==> src/rtl/sc_alu_issue.sv <==
// sc_alu_issue: RV32I OP/OP-IMM issue sequencer for sc_alu.
// Decodes, waits out the ALU latency, presents a valid/ready writeback.
module sc_alu_issue #(
  parameter int WORD_SIZE = 32
) (
  input  logic                 clk,
  input  logic                 rst_n,
  input  logic                 issue_valid,
  output logic                 issue_ready,
  input  logic [31:0]          issue_instr,
  input  logic [WORD_SIZE-1:0] issue_rs1_val,
  input  logic [WORD_SIZE-1:0] issue_rs2_val,
  output logic [2:0]           alu_op_out,
  output logic [WORD_SIZE-1:0] alu_a_out,
  output logic [WORD_SIZE-1:0] alu_b_out,
  input  logic [WORD_SIZE-1:0] alu_result_in,
  output logic                 wb_valid,
  input  logic                 wb_ready,
  output logic [4:0]           wb_rd,
  output logic [WORD_SIZE-1:0] wb_data,
  output logic                 wb_illegal
);

  localparam logic [2:0] ALU_ADD = 3'd0;
  localparam logic [2:0] ALU_SUB = 3'd1;
  localparam logic [2:0] ALU_AND = 3'd2;
  localparam logic [2:0] ALU_OR  = 3'd3;
  localparam logic [2:0] ALU_XOR = 3'd4;
  localparam logic [2:0] ALU_SLL = 3'd5;
  localparam logic [2:0] ALU_SRL = 3'd6;
  localparam logic [2:0] ALU_SRA = 3'd7;

  localparam int PADW = WORD_SIZE - 5;
  localparam int IMMW = WORD_SIZE - 12;

  typedef enum logic [1:0] {
    IDLE, EXEC, CAPT, WB
  } state_t;

  state_t               state_q, state_d;
  logic [2:0]           op_q, op_d;
  logic [WORD_SIZE-1:0] a_q, a_d;
  logic [WORD_SIZE-1:0] b_q, b_d;
  logic [4:0]           rd_q, rd_d;
  logic [WORD_SIZE-1:0] data_q, data_d;
  logic                 ill_q, ill_d;

  logic [6:0]           opc;
  logic [2:0]           f3;
  logic [6:0]           f7;
  logic [WORD_SIZE-1:0] imm;
  logic [WORD_SIZE-1:0] shi;
  logic [WORD_SIZE-1:0] shr;
  logic                 dec_ok;
  logic [2:0]           dec_op;
  logic [WORD_SIZE-1:0] dec_a;
  logic [WORD_SIZE-1:0] dec_b;

  assign opc = issue_instr[6:0];
  assign f3  = issue_instr[14:12];
  assign f7  = issue_instr[31:25];
  assign imm = {{IMMW{issue_instr[31]}},
                issue_instr[31:20]};
  assign shi = {{PADW{1'b0}}, issue_instr[24:20]};
  assign shr = {{PADW{1'b0}}, issue_rs2_val[4:0]};

  // Instruction decode into ALU op and operands.
  always_comb begin
    dec_ok = 1'b0;
    dec_op = ALU_ADD;
    dec_a  = issue_rs1_val;
    dec_b  = issue_rs2_val;
    unique case (1'b1)
      opc == 7'b0010011: begin
        dec_b = imm;
        unique case (f3)
          3'b000: begin
            dec_ok = 1'b1;
            dec_op = ALU_ADD;
          end
          3'b100: begin
            dec_ok = 1'b1;
            dec_op = ALU_XOR;
          end
          3'b110: begin
            dec_ok = 1'b1;
            dec_op = ALU_OR;
          end
          3'b111: begin
            dec_ok = 1'b1;
            dec_op = ALU_AND;
          end
          3'b001: begin
            dec_b  = shi;
            dec_op = ALU_SLL;
            dec_ok = (f7 == 7'b0000000);
          end
          3'b101: begin
            dec_b  = shi;
            dec_op = f7[5] ? ALU_SRA : ALU_SRL;
            dec_ok = (f7 == 7'b0000000) ||
                     (f7 == 7'b0100000);
          end
          default: dec_ok = 1'b0;
        endcase
      end
      opc == 7'b0110011: begin
        if (f7 == 7'b0000000) begin
          dec_ok = 1'b1;
          unique case (f3)
            3'b000: dec_op = ALU_ADD;
            3'b001: begin
              dec_op = ALU_SLL;
              dec_b  = shr;
            end
            3'b100: dec_op = ALU_XOR;
            3'b101: begin
              dec_op = ALU_SRL;
              dec_b  = shr;
            end
            3'b110: dec_op = ALU_OR;
            3'b111: dec_op = ALU_AND;
            default: dec_ok = 1'b0;
          endcase
        end else if (f7 == 7'b0100000) begin
          unique case (f3)
            3'b000: begin
              // sc_alu computes B-A, so swap
              dec_ok = 1'b1;
              dec_op = ALU_SUB;
              dec_a  = issue_rs2_val;
              dec_b  = issue_rs1_val;
            end
            3'b101: begin
              dec_ok = 1'b1;
              dec_op = ALU_SRA;
              dec_b  = shr;
            end
            default: dec_ok = 1'b0;
          endcase
        end
      end
      default: dec_ok = 1'b0;
    endcase
  end

  // Next-state and datapath register updates.
  always_comb begin
    state_d = state_q;
    op_d    = op_q;
    a_d     = a_q;
    b_d     = b_q;
    rd_d    = rd_q;
    data_d  = data_q;
    ill_d   = ill_q;
    unique case (state_q)
      IDLE: begin
        if (issue_valid) begin
          rd_d = issue_instr[11:7];
          if (dec_ok) begin
            op_d    = dec_op;
            a_d     = dec_a;
            b_d     = dec_b;
            state_d = EXEC;
          end else begin
            data_d  = '0;
            ill_d   = 1'b1;
            state_d = WB;
          end
        end
      end
      EXEC: state_d = CAPT;
      CAPT: begin
        data_d  = alu_result_in;
        ill_d   = 1'b0;
        state_d = WB;
      end
      WB: begin
        if (wb_ready) state_d = IDLE;
      end
      default: state_d = IDLE;
    endcase
  end

  // State and datapath registers.
  always_ff @(posedge clk or negedge rst_n) begin
    if (!rst_n) begin
      state_q <= IDLE;
      op_q    <= ALU_ADD;
      a_q     <= '0;
      b_q     <= '0;
      rd_q    <= '0;
      data_q  <= '0;
      ill_q   <= 1'b0;
    end else begin
      state_q <= state_d;
      op_q    <= op_d;
      a_q     <= a_d;
      b_q     <= b_d;
      rd_q    <= rd_d;
      data_q  <= data_d;
      ill_q   <= ill_d;
    end
  end

  assign issue_ready = (state_q == IDLE);
  assign wb_valid    = (state_q == WB);
  assign alu_op_out  = op_q;
  assign alu_a_out   = a_q;
  assign alu_b_out   = b_q;
  assign wb_rd       = rd_q;
  assign wb_data     = data_q;
  assign wb_illegal  = ill_q;

endmodule

==> config.mk <==
export PLATFORM = sky130hd
export DESIGN_NAME = sc_alu_issue
export DESIGN_NICKNAME = d
export VERILOG_FILES = /design/src/rtl/sc_alu_issue.sv
export SDC_FILE = /design/constraint.sdc
export NUM_CORES = 1
export LEC_CHECK = 0
export BUFFER_PORTS_ARGS = -buffer_cell sky130_fd_sc_hd__buf_4
export CORE_MARGIN = 2
export CORE_UTILIZATION = 48
export CTS_BUF_LIST = sky130_fd_sc_hd__clkbuf_4 sky130_fd_sc_hd__clkbuf_8
export DETAILED_ROUTE_END_ITERATION = 16
export PLACE_DENSITY = 0.88
export SLEW_MARGIN = 20
export SYNTH_ARGS = -nofsm -noshare
export SYNTH_HDL_FRONTEND = slang
export SYNTH_SLANG_ARGS = --single-unit
==> constraint.sdc <==
create_clock -name clk -period 2.6 [get_ports clk]
set_input_delay 0.52 -clock clk [delete_from_list [all_inputs] [get_ports clk]]
set_output_delay 0.52 -clock clk [all_outputs]
set_load 0.01 [all_outputs]
* Word level (Yosys, flattened, before mapping)
Cells that the tools add are included.
** Storage, ports and cells
- Register bits :: 107
- Word-level logic and storage cells :: 67
** Operators by class
- Eq/ne operators :: 14
- Multiplexer cells :: 33
- Reductions and logical operators :: 13
** Operator list (count)
- 2-to-1 mux 32 bit :: 10
- one-hot mux 32 bit (2 select lines) :: 3
- one-hot mux 3 bit (5 select lines) :: 2
- == test 7 x 6 -> 1 bit (second input constant) :: 2
- == test 3 bit (second input constant) :: 4
- one-hot mux 3 bit (2 select lines) :: 2
- one-hot mux 2 bit (4 select lines) :: 1
- == test 7 x 5 -> 1 bit (second input constant) :: 1
- logical NOT 7 bit :: 1
- 2-to-1 mux 1 bit :: 7
- 2-to-1 mux 2 bit :: 3
- 2-to-1 mux 3 bit :: 2
- AND reduction 3 bit :: 2
- OR reduction 6 bit :: 1
- == test 2 bit (second input constant) :: 2
- inequality test 2 bit (second input constant) :: 2
- one-hot mux 1 bit (2 select lines) :: 2
- AND reduction 2 bit :: 2
- OR reduction 2 bit :: 2
- OR reduction 4 bit :: 1
- == test 3 x 1 -> 1 bit (second input constant) :: 1
- logical NOT 3 bit :: 1
- one-hot mux 1 bit (3 select lines) :: 1
- == test 2 x 1 -> 1 bit (second input constant) :: 1
- other kinds (4) :: 4

* Depth between registers and ports, before layout
Gate-level depths: netlist (run 1).
- Depth after elaboration :: 9
- Gate-level depth with buffers :: 9

* Least setup slack after synthesis (run 1)
No wires, ideal clock.
- Path kind :: input port to flip-flop
- From :: in issue_instr[25]
- To :: reg data_q[10] (netlist: wb_data[10])
- Library setup time :: 0.121 ns
- Arrival time :: 2.128 ns
- Required time :: 2.479 ns
- Setup slack :: 0.351 ns
- Cell stages on the path :: 7
- Path buffers :: 1
- Cell sequence :: nor4_4 nand2_2 a2111oi_4 nor2_2 a31o_2 buf_6 a22o_1
** Between the ends
- Word-level cells in the longest chain between the ends :: 6
- Elaborated cells on any way between the ends :: 9
- Those cells by class :: eq/ne (2); mux (4); reduce/logical (3)
** Ends and longest elaborated chain
- start: declaration :: RTL line 10 : input logic [31:0] issue_instr,
- == test 7 x 6 -> 1 bit / logical NOT 7 bit (equally long branches)
- logical OR 1 bit / 2-to-1 mux 1 bit (equally long branches) :: RTL line 101, 125
- one-hot mux 1 bit (3 select lines) / 2-to-1 mux 1 bit (equally long branches) :: RTL line 76, 108
- one-hot mux 1 bit (2 select lines) (*) :: RTL line 73 : unique case (1'b1)
- inequality test 2 bit (no source line) (*)
- AND reduction 3 bit (no source line) (*)
- end signal: assignment :: RTL line 201 : data_q <= data_d;
- end: declaration :: RTL line 45 : logic [WORD_SIZE-1:0] data_q, data_d;
Mark *: on every way between the ends. The rest lies on a longest branch, timed or not.
A chain may end at the register's enable or synchronous reset.

* Worst setup path after layout (run 1)
- From :: in issue_instr[25]
- To :: reg b_q[5] (netlist: alu_b_out[5])
** Between the ends
- Word-level cells in the longest chain between the ends :: 5
- Elaborated cells on any way between the ends :: 12
- Those cells by class :: eq/ne (1); mux (8); reduce/logical (3)
** Ends and longest elaborated chain
- == test 7 x 6 -> 1 bit / logical NOT 7 bit (equally long branches)
- logical OR 1 bit / 2-to-1 mux 1 bit (equally long branches) :: RTL line 101, 125
- one-hot mux 1 bit (3 select lines) / 2-to-1 mux 1 bit (equally long branches) :: RTL line 76, 108
- one-hot mux 1 bit (2 select lines) :: RTL line 73
- AND reduction 3 bit (no source line)
- end signal: assignment :: RTL line 191 : b_q <= '0;
- end signal: assignment :: RTL line 199 : b_q <= b_d;
- end: declaration :: RTL line 43 : logic [WORD_SIZE-1:0] b_q, b_d;
Several ways; a longest one is shown, not always the timed one.

==> results.md, run 1 <==
- Outcome: finished clean
- Starting DRT DRC Count: 332
- Chip height: 105.3 um
- Startpoint class of the critical path: input pin
- Critical-path cell list: buf_4 > nor4_4 > nand2_2 > buf_4 > nor3_1 > o21ai_0 > buf_4 > a222oi_1 > a21oi_1
- Post-synthesis sequential area ratio: 54.31%
- Post-synth EDFFs: 0
- Syn. warnings: 0
- Finished Core Util: 72.13%
- CP Max Fanout: 6
- Fmax: 459.7 MHz
- Share of cells above drive strength 1: 42.37%
- Slowest-stage cell, CP: a222oi_1
- Yosys top cell by area: dfrtp_1
- Num CTS Buffers: 9
- WL/cell: 18.49 um
- Synthesized instance count: 439
- Complex-gate fraction of the synthesized area: 23.96%
- Syn Area/Cell: 11.23 um2
- Synth Area in Adders: 0.7614%
- Largest net degree at the start of global routing: 47
- P per Cell Area: 757.2 mW/mm2
- Hold crit path type: in -> async
- P_int: 3.672 mW
- Boundary pin count: 239
- Vias per cell: 5.677
- Vias in the first global route: 4770
- Asr flop ratio synth: 100.0%
- CTS tree: yes
- Post-route antenna net violation count: 0
- Fillers: 707
- Register share of total power: 42.1%
- Largest family of logic cells by synthesized area: compound AO/OA/AOI/OAI gates
- Switching share of power: 31.84%
- Antenna violations before repair: 0
- Worst Path Arrival: 2.42 ns
- Full die area: 0.01110 mm2
- Final TNS setup: 0 ns
- Yosys cell types: 47
- H-tree depth reported by CTS: 3
- CP dominant cell by count: buf_4
- Sw Pwr: 1.716 mW
- Tot GR Track Use: 27.18%
- Crit path time final: 2.176 ns
- Final Cycle Share: 83.67%
- Crit-path max cell delay: 0.38 ns
- Worst rel slew slack: 51.90%
- Synth Area in Simple Gates: 8.604%
- Setup ws final: 0.4245 ns
- Worst setup EP type: register
- Placed instance count: 792
- Clock share of power: 20.7%
- Die Wd: 105.3 um
- Clock buffer depth: 2
- Post-synthesis mux area share: 7.868%
- ANT cells: 0
- Initial Utilization: 49.97%
- Slew of the pin with the lowest slew margin: 0.7196 ns
- Synth Area in XOR/XNOR: 0.3553%
- First-pass GRT wire length: 23.93 mm
- Final max-slew violation count: 0
- Nets@finish: 805
- Area delta synth->final: 44.34%
- # DRC: 0
- Leakage: 3.492 nW
- Yosys reg bits: 107
- Max VDD drop: 499.4 uV
- Worst-Skew Late Latency: 0.37 ns
- Syn nets: 574
- Final Hold Violating Endpoints: 0
- Yosys top cell area share: 54.31%
- Main synth FF type: dfrtp_1
- Register area: 0.002678 mm2
- Non-Filler Instances: 808
- Min Hold Slack: 0.04686 ns
- CTS sink cnt: 107
- HPWL Detailed: 11.31 mm
- Area of the multi-input gates: 0.002067 mm2
- RSZ-0062 raised after global routing: false
- GR Overflow Total: 0
- Dpl ws: 0.04138 ns
- Post-Syn Area: 0.004930 mm2
- Req. time, crit path: 2.84 ns
- Vias: 4587
- Setup bufs post-CTS: 0
- Post_cts resized: 0
- Synth top area cells: dfrtp_1 (54%), a22o_1 (8.9%), mux2i_1 (6.5%)
- Final Skew: 0.007801 ns
- DRT Wirelength: 14.94 mm
- Crit path kind: in -> reg
- Endpoints failing setup: 0
- Placeable Area: 0.009864 mm2
- Placer Congestion: 0.9025
- Clk root buf: clkbuf_8
- MaxCap Viol Count: 0
- First-pass DRT Iterations: 5
- Post-cts hold buffer count: 0
- Port-buffer cells: 233
- Worst-path clk slew: 0.10 ns
- Site Rows: 36
- Combinational fraction of design power: 37.2%
power groups by stage:
stage	registers (mW)	logic, mW	clock network [mW]
after global placement	2.27	1.92	0
final	2.27	2.00	1.11
after global routing	2.31	2.15	1.19
after floorplan	2.43	0.889	0
after CTS	2.27	2.01	1.13
after detailed placement	2.29	2.01	0
state kept, by name (all words and copies together) (netlist names):
register / flops
alu_b_out: 32
wb_rd: 5
state_q: 2
alu_op_out: 3
wb_data: 32
alu_a_out: 32
wb_illegal: 1
final cells by class:
| type | count | share of cell area (%) |
|---|---|---|
| Multi-Input combinational cell | 291 | 29.05 |
| Sequential cell | 107 | 37.63 |
| Clock buffer | 11 | 1.952 |
| Timing Repair Buffer | 252 | 27.47 |
| Inverter | 9 | 0.4748 |
| Clock inverter | 5 | 1.090 |
| Tap cell | 133 | 2.339 |
cells in the final DEF (no fill, tap or decap), drive strengths merged, types with 2 or more instances in the layout:
master,instances
buf,252
dfrtp,107
a22o,50
nand2,49
o21ai,40
mux2i,32
nor2,20
o22a,18
a21oi,13
clkbuf,11
inv,9
a31oi,9
a222oi,6
mux2,6
nor3,5
a22oi,5
nand2b,3
o22ai,3
a221oi,3
ha,3
nor2b,3
a31o,2
xnor2,2
nand3,2
bufinv,2
clkinv,2
Yosys cell counts (3+ instances only):
master,number
a22o_1,50
a222oi_1,6
nor3_1,5
dfrtp_1,107
a221oi_1,3
nand2b_1,3
a31oi_1,8
nor2b_1,3
inv_1,9
o21ai_0,40
buf_2,16
ha_1,3
nand2_1,47
buf_6,4
a22oi_1,5
nor2_1,19
mux2i_1,32
o22a_1,18
mux2_2,6
o22ai_1,3
clkbuf_1,10
a21oi_1,13
critical path, delay by kind of cell:
| family | cells | cell delay [ns] |
|---|---|---|
| buffers and inverters | 3 | 0.48 |
| AO/OA/AOI/OAI | 3 | 0.64 |
| AND/OR/NAND/NOR | 3 | 0.78 |
path summary, 6_finish.rpt:
kind                              startpoint       endpoint  slack (ns)  cells past startpoint
hold / removal                         rst_n  alu_b_out[27]        0.05                      1
hold reg to reg                alu_a_out[28]  alu_a_out[28]        0.49                      2
max in group asynchronous              rst_n   alu_b_out[6]        1.76                      2
setup reg to reg                  state_q[1]  alu_a_out[25]        0.52                      6
setup / recovery             issue_instr[25]   alu_b_out[5]        0.42                      9
min in group clk           alu_result_in[28]    wb_data[28]        0.37                      2
per-layer routing:
layer	GRT usage, %	share of wire (%)
met5	0	0
met3	4.762	6.0
met2	46.87	52
met4	14.19	3.8
met1	32.40	38
cell families after synthesis:
group	after synthesis
AOI/OAI and AO/OA	158
DFF	107
and+or+nand+nor	90
buffers and inverters	41
muxes	38
adders and majority gates	3
xor gates and xnor gates	2
metrics by stage:
step                instance area [um2]  total power, mW
finish                             7116            5.388
global route                       7116            5.653
CTS                                7116            5.406
detailed placement                 6899            4.296
global placement                   6899            4.189
floorplan                          4930            3.315
Power figures use the tool's default switching activity.
==> inputs of run 2 (changes only) <==
==> constraint.sdc (replaced) <==
create_clock -name clk -period 2.2 [get_ports clk]
set_input_delay 0.44 -clock clk [delete_from_list [all_inputs] [get_ports clk]]
set_output_delay 0.44 -clock clk [all_outputs]
set_load 0.01 [all_outputs]
==> run 2 against run 1 <==
  * Global-route usage up 0.20 points
  * Flip-flop and latch count unchanged
  * Sequential share of layout area down 0.59 points
  * Core utilization up 1.1 points
  * Clock power up 11%
  * Combinational power up 20%
  * Hold slack better by 0.062 ns
  * Routed wire length up 0.79%
  * Via count up 0.94%
  * Count of clock-buffer cells in the layout unchanged
  * Critical endpoint is now wb_data[7]
==> results.md, run 2 (synthesis gave the netlist of run 1 again) <==
- Share of cells above drive strength 1: 43.69%
- Post_cts resized: 0
- Startpoint class of the critical path: input pin
- RSZ-0062 raised after global routing: false
- Reg2Reg Capture Point: alu_b_out[28]
- Area delta synth->final: 46.62%
- Worst-case reg-to-reg path depth: 7
- H-tree depth reported by CTS: 3
- Sw Pwr: 2.045 mW
- First-pass GRT wire length: 24.01 mm
- Leading cell types in the layout, fill and taps excluded: buf_4 (261), dfrtp_1 (107), a22o_1 (50)
- Dpl ws: -0.2694 ns
- Vias in the first global route: 4744
- CTS tree: yes
- Placeable Area: 0.009864 mm2
- Nets@finish: 820
- Clock buffer depth: 2
- Switching share of power: 32.36%
- Chip height: 105.3 um
- First-pass DRT Iterations: 7
- Clock share of power: 19.4%
- HPWL Detailed: 11.50 mm
- Finished Core Util: 73.28%
- Setup bufs post-CTS: 0
- Max VDD drop: 650.4 uV
- Outcome: finished clean
- CP Max Fanout: 32
- Clk root buf: clkbuf_8
- Design Area, Final: 0.007228 mm2
- Boundary pin count: 239
- Worst-path clk slew: 0.09 ns
- Fmax: 476.9 MHz
- Largest net degree at the start of global routing: 108
- Initial Utilization: 49.97%
- Vias per cell: 5.633
- Worst setup EP type: register
- Final Hold Violating Endpoints: 0
- Tot GR Track Use: 27.38%
- Num CTS Buffers: 9
- Vias: 4630
- Combinational fraction of design power: 38.1%
- Final Skew: 0.006029 ns
- GR Overflow Total: 0
- Commonest non-fill, non-tap cell in the layout: buf_4
- Area after DPL: 0.007024 mm2
- Crit path time final: 2.097 ns
- Crit path kind: in -> reg
- P_int: 4.275 mW
- R2r startpoint: state_q[1]
- Leakage: 3.555 nW
- Post-route antenna net violation count: 0
- Starting DRT DRC Count: 193
- Worst rel slew slack: 53.49%
- Placer Congestion: 0.8765
- Die Wd: 105.3 um
- Slew of the pin with the lowest slew margin: 0.6976 ns
- R2R setup slack: 0.21 ns
- Hold crit path type: in -> async
- Req. time, crit path: 2.46 ns
- Min Hold Slack: 0.1089 ns
- Full die area: 0.01110 mm2
- Worst Path Arrival: 2.36 ns
- # DRC: 0
- DRT Wirelength: 15.06 mm
- Final Cycle Share: 95.32%
- WL/cell: 18.32 um
- Site Rows: 36
- Port-buffer cells: 233
- Setup ws final: 0.1031 ns
- MaxCap Viol Count: 0
- Antenna violations before repair: 0
- Post-cts hold buffer count: 0
- Worst-Skew Late Latency: 0.38 ns
- CTS sink cnt: 107
- Final max-slew violation count: 0
- Final TNS setup: 0 ns
- P per Cell Area: 874.4 mW/mm2
- Endpoints failing setup: 0
- ANT cells: 0
- Register share of total power: 42.5%
run 2: worst max-delay path by stage:
stage | startpoint | end
floorplan | issue_instr[25] | wb_data[10]
global placement | issue_instr[25] | wb_data[25]
detailed placement | issue_instr[25] | wb_data[11]
CTS | state_q[1] | alu_b_out[28]
global route | issue_instr[25] | alu_b_out[5]
finish | issue_instr[25] | wb_data[7]
run 2: cell type report:
type | instances | area (um2)
inverters | 9 | 33.78
repair buffers | 267 | 2079
well taps | 133 | 166.4
fillers | 703 | 2636
flip-flops and latches | 107 | 2678
clock inverters | 4 | 50.05
clock buffers | 11 | 151.4
multi-input cells | 291 | 2069
run 2: routing by layer:
layer / part of all wire [%] / up-vias / GRT usage [%] / wire, um
li1: - / 2123 / - / -
met1: 38 / 2294 / 32.51 / 5786
met2: 53 / 175 / 48.06 / 8036
met3: 5.1 / 38 / 4.391 / 765
met4: 3.1 / 0 / 13.52 / 469
met5: 0 / - / 0 / 0
run 2: metrics by stage:
stage | instances | total power [mW]
final | 822 | 6.321
after CTS | 822 | 6.339
after floorplan | 439 | 3.918
after global placement | 807 | 4.955
after global routing | 822 | 6.645
after detailed placement | 807 | 5.103
run 2: power groups by stage:
stage / clock (mW) / combinational (mW) / sequential, mW
after detailed placement: 0 / 2.39 / 2.71
final: 1.23 / 2.41 / 2.69
after CTS: 1.25 / 2.40 / 2.68
after global routing: 1.34 / 2.57 / 2.74
after global placement: 0 / 2.27 / 2.69
after floorplan: 0 / 1.05 / 2.87
run 2: critical path: stages:
cell and delay, ns:
buf_4 0.13, nor4_4 0.35, nand2_2 0.12, a2111oi_4 0.27, buf_4 0.19, nor2_2 0.05, a31o_2 0.46, a22o_1 0.33
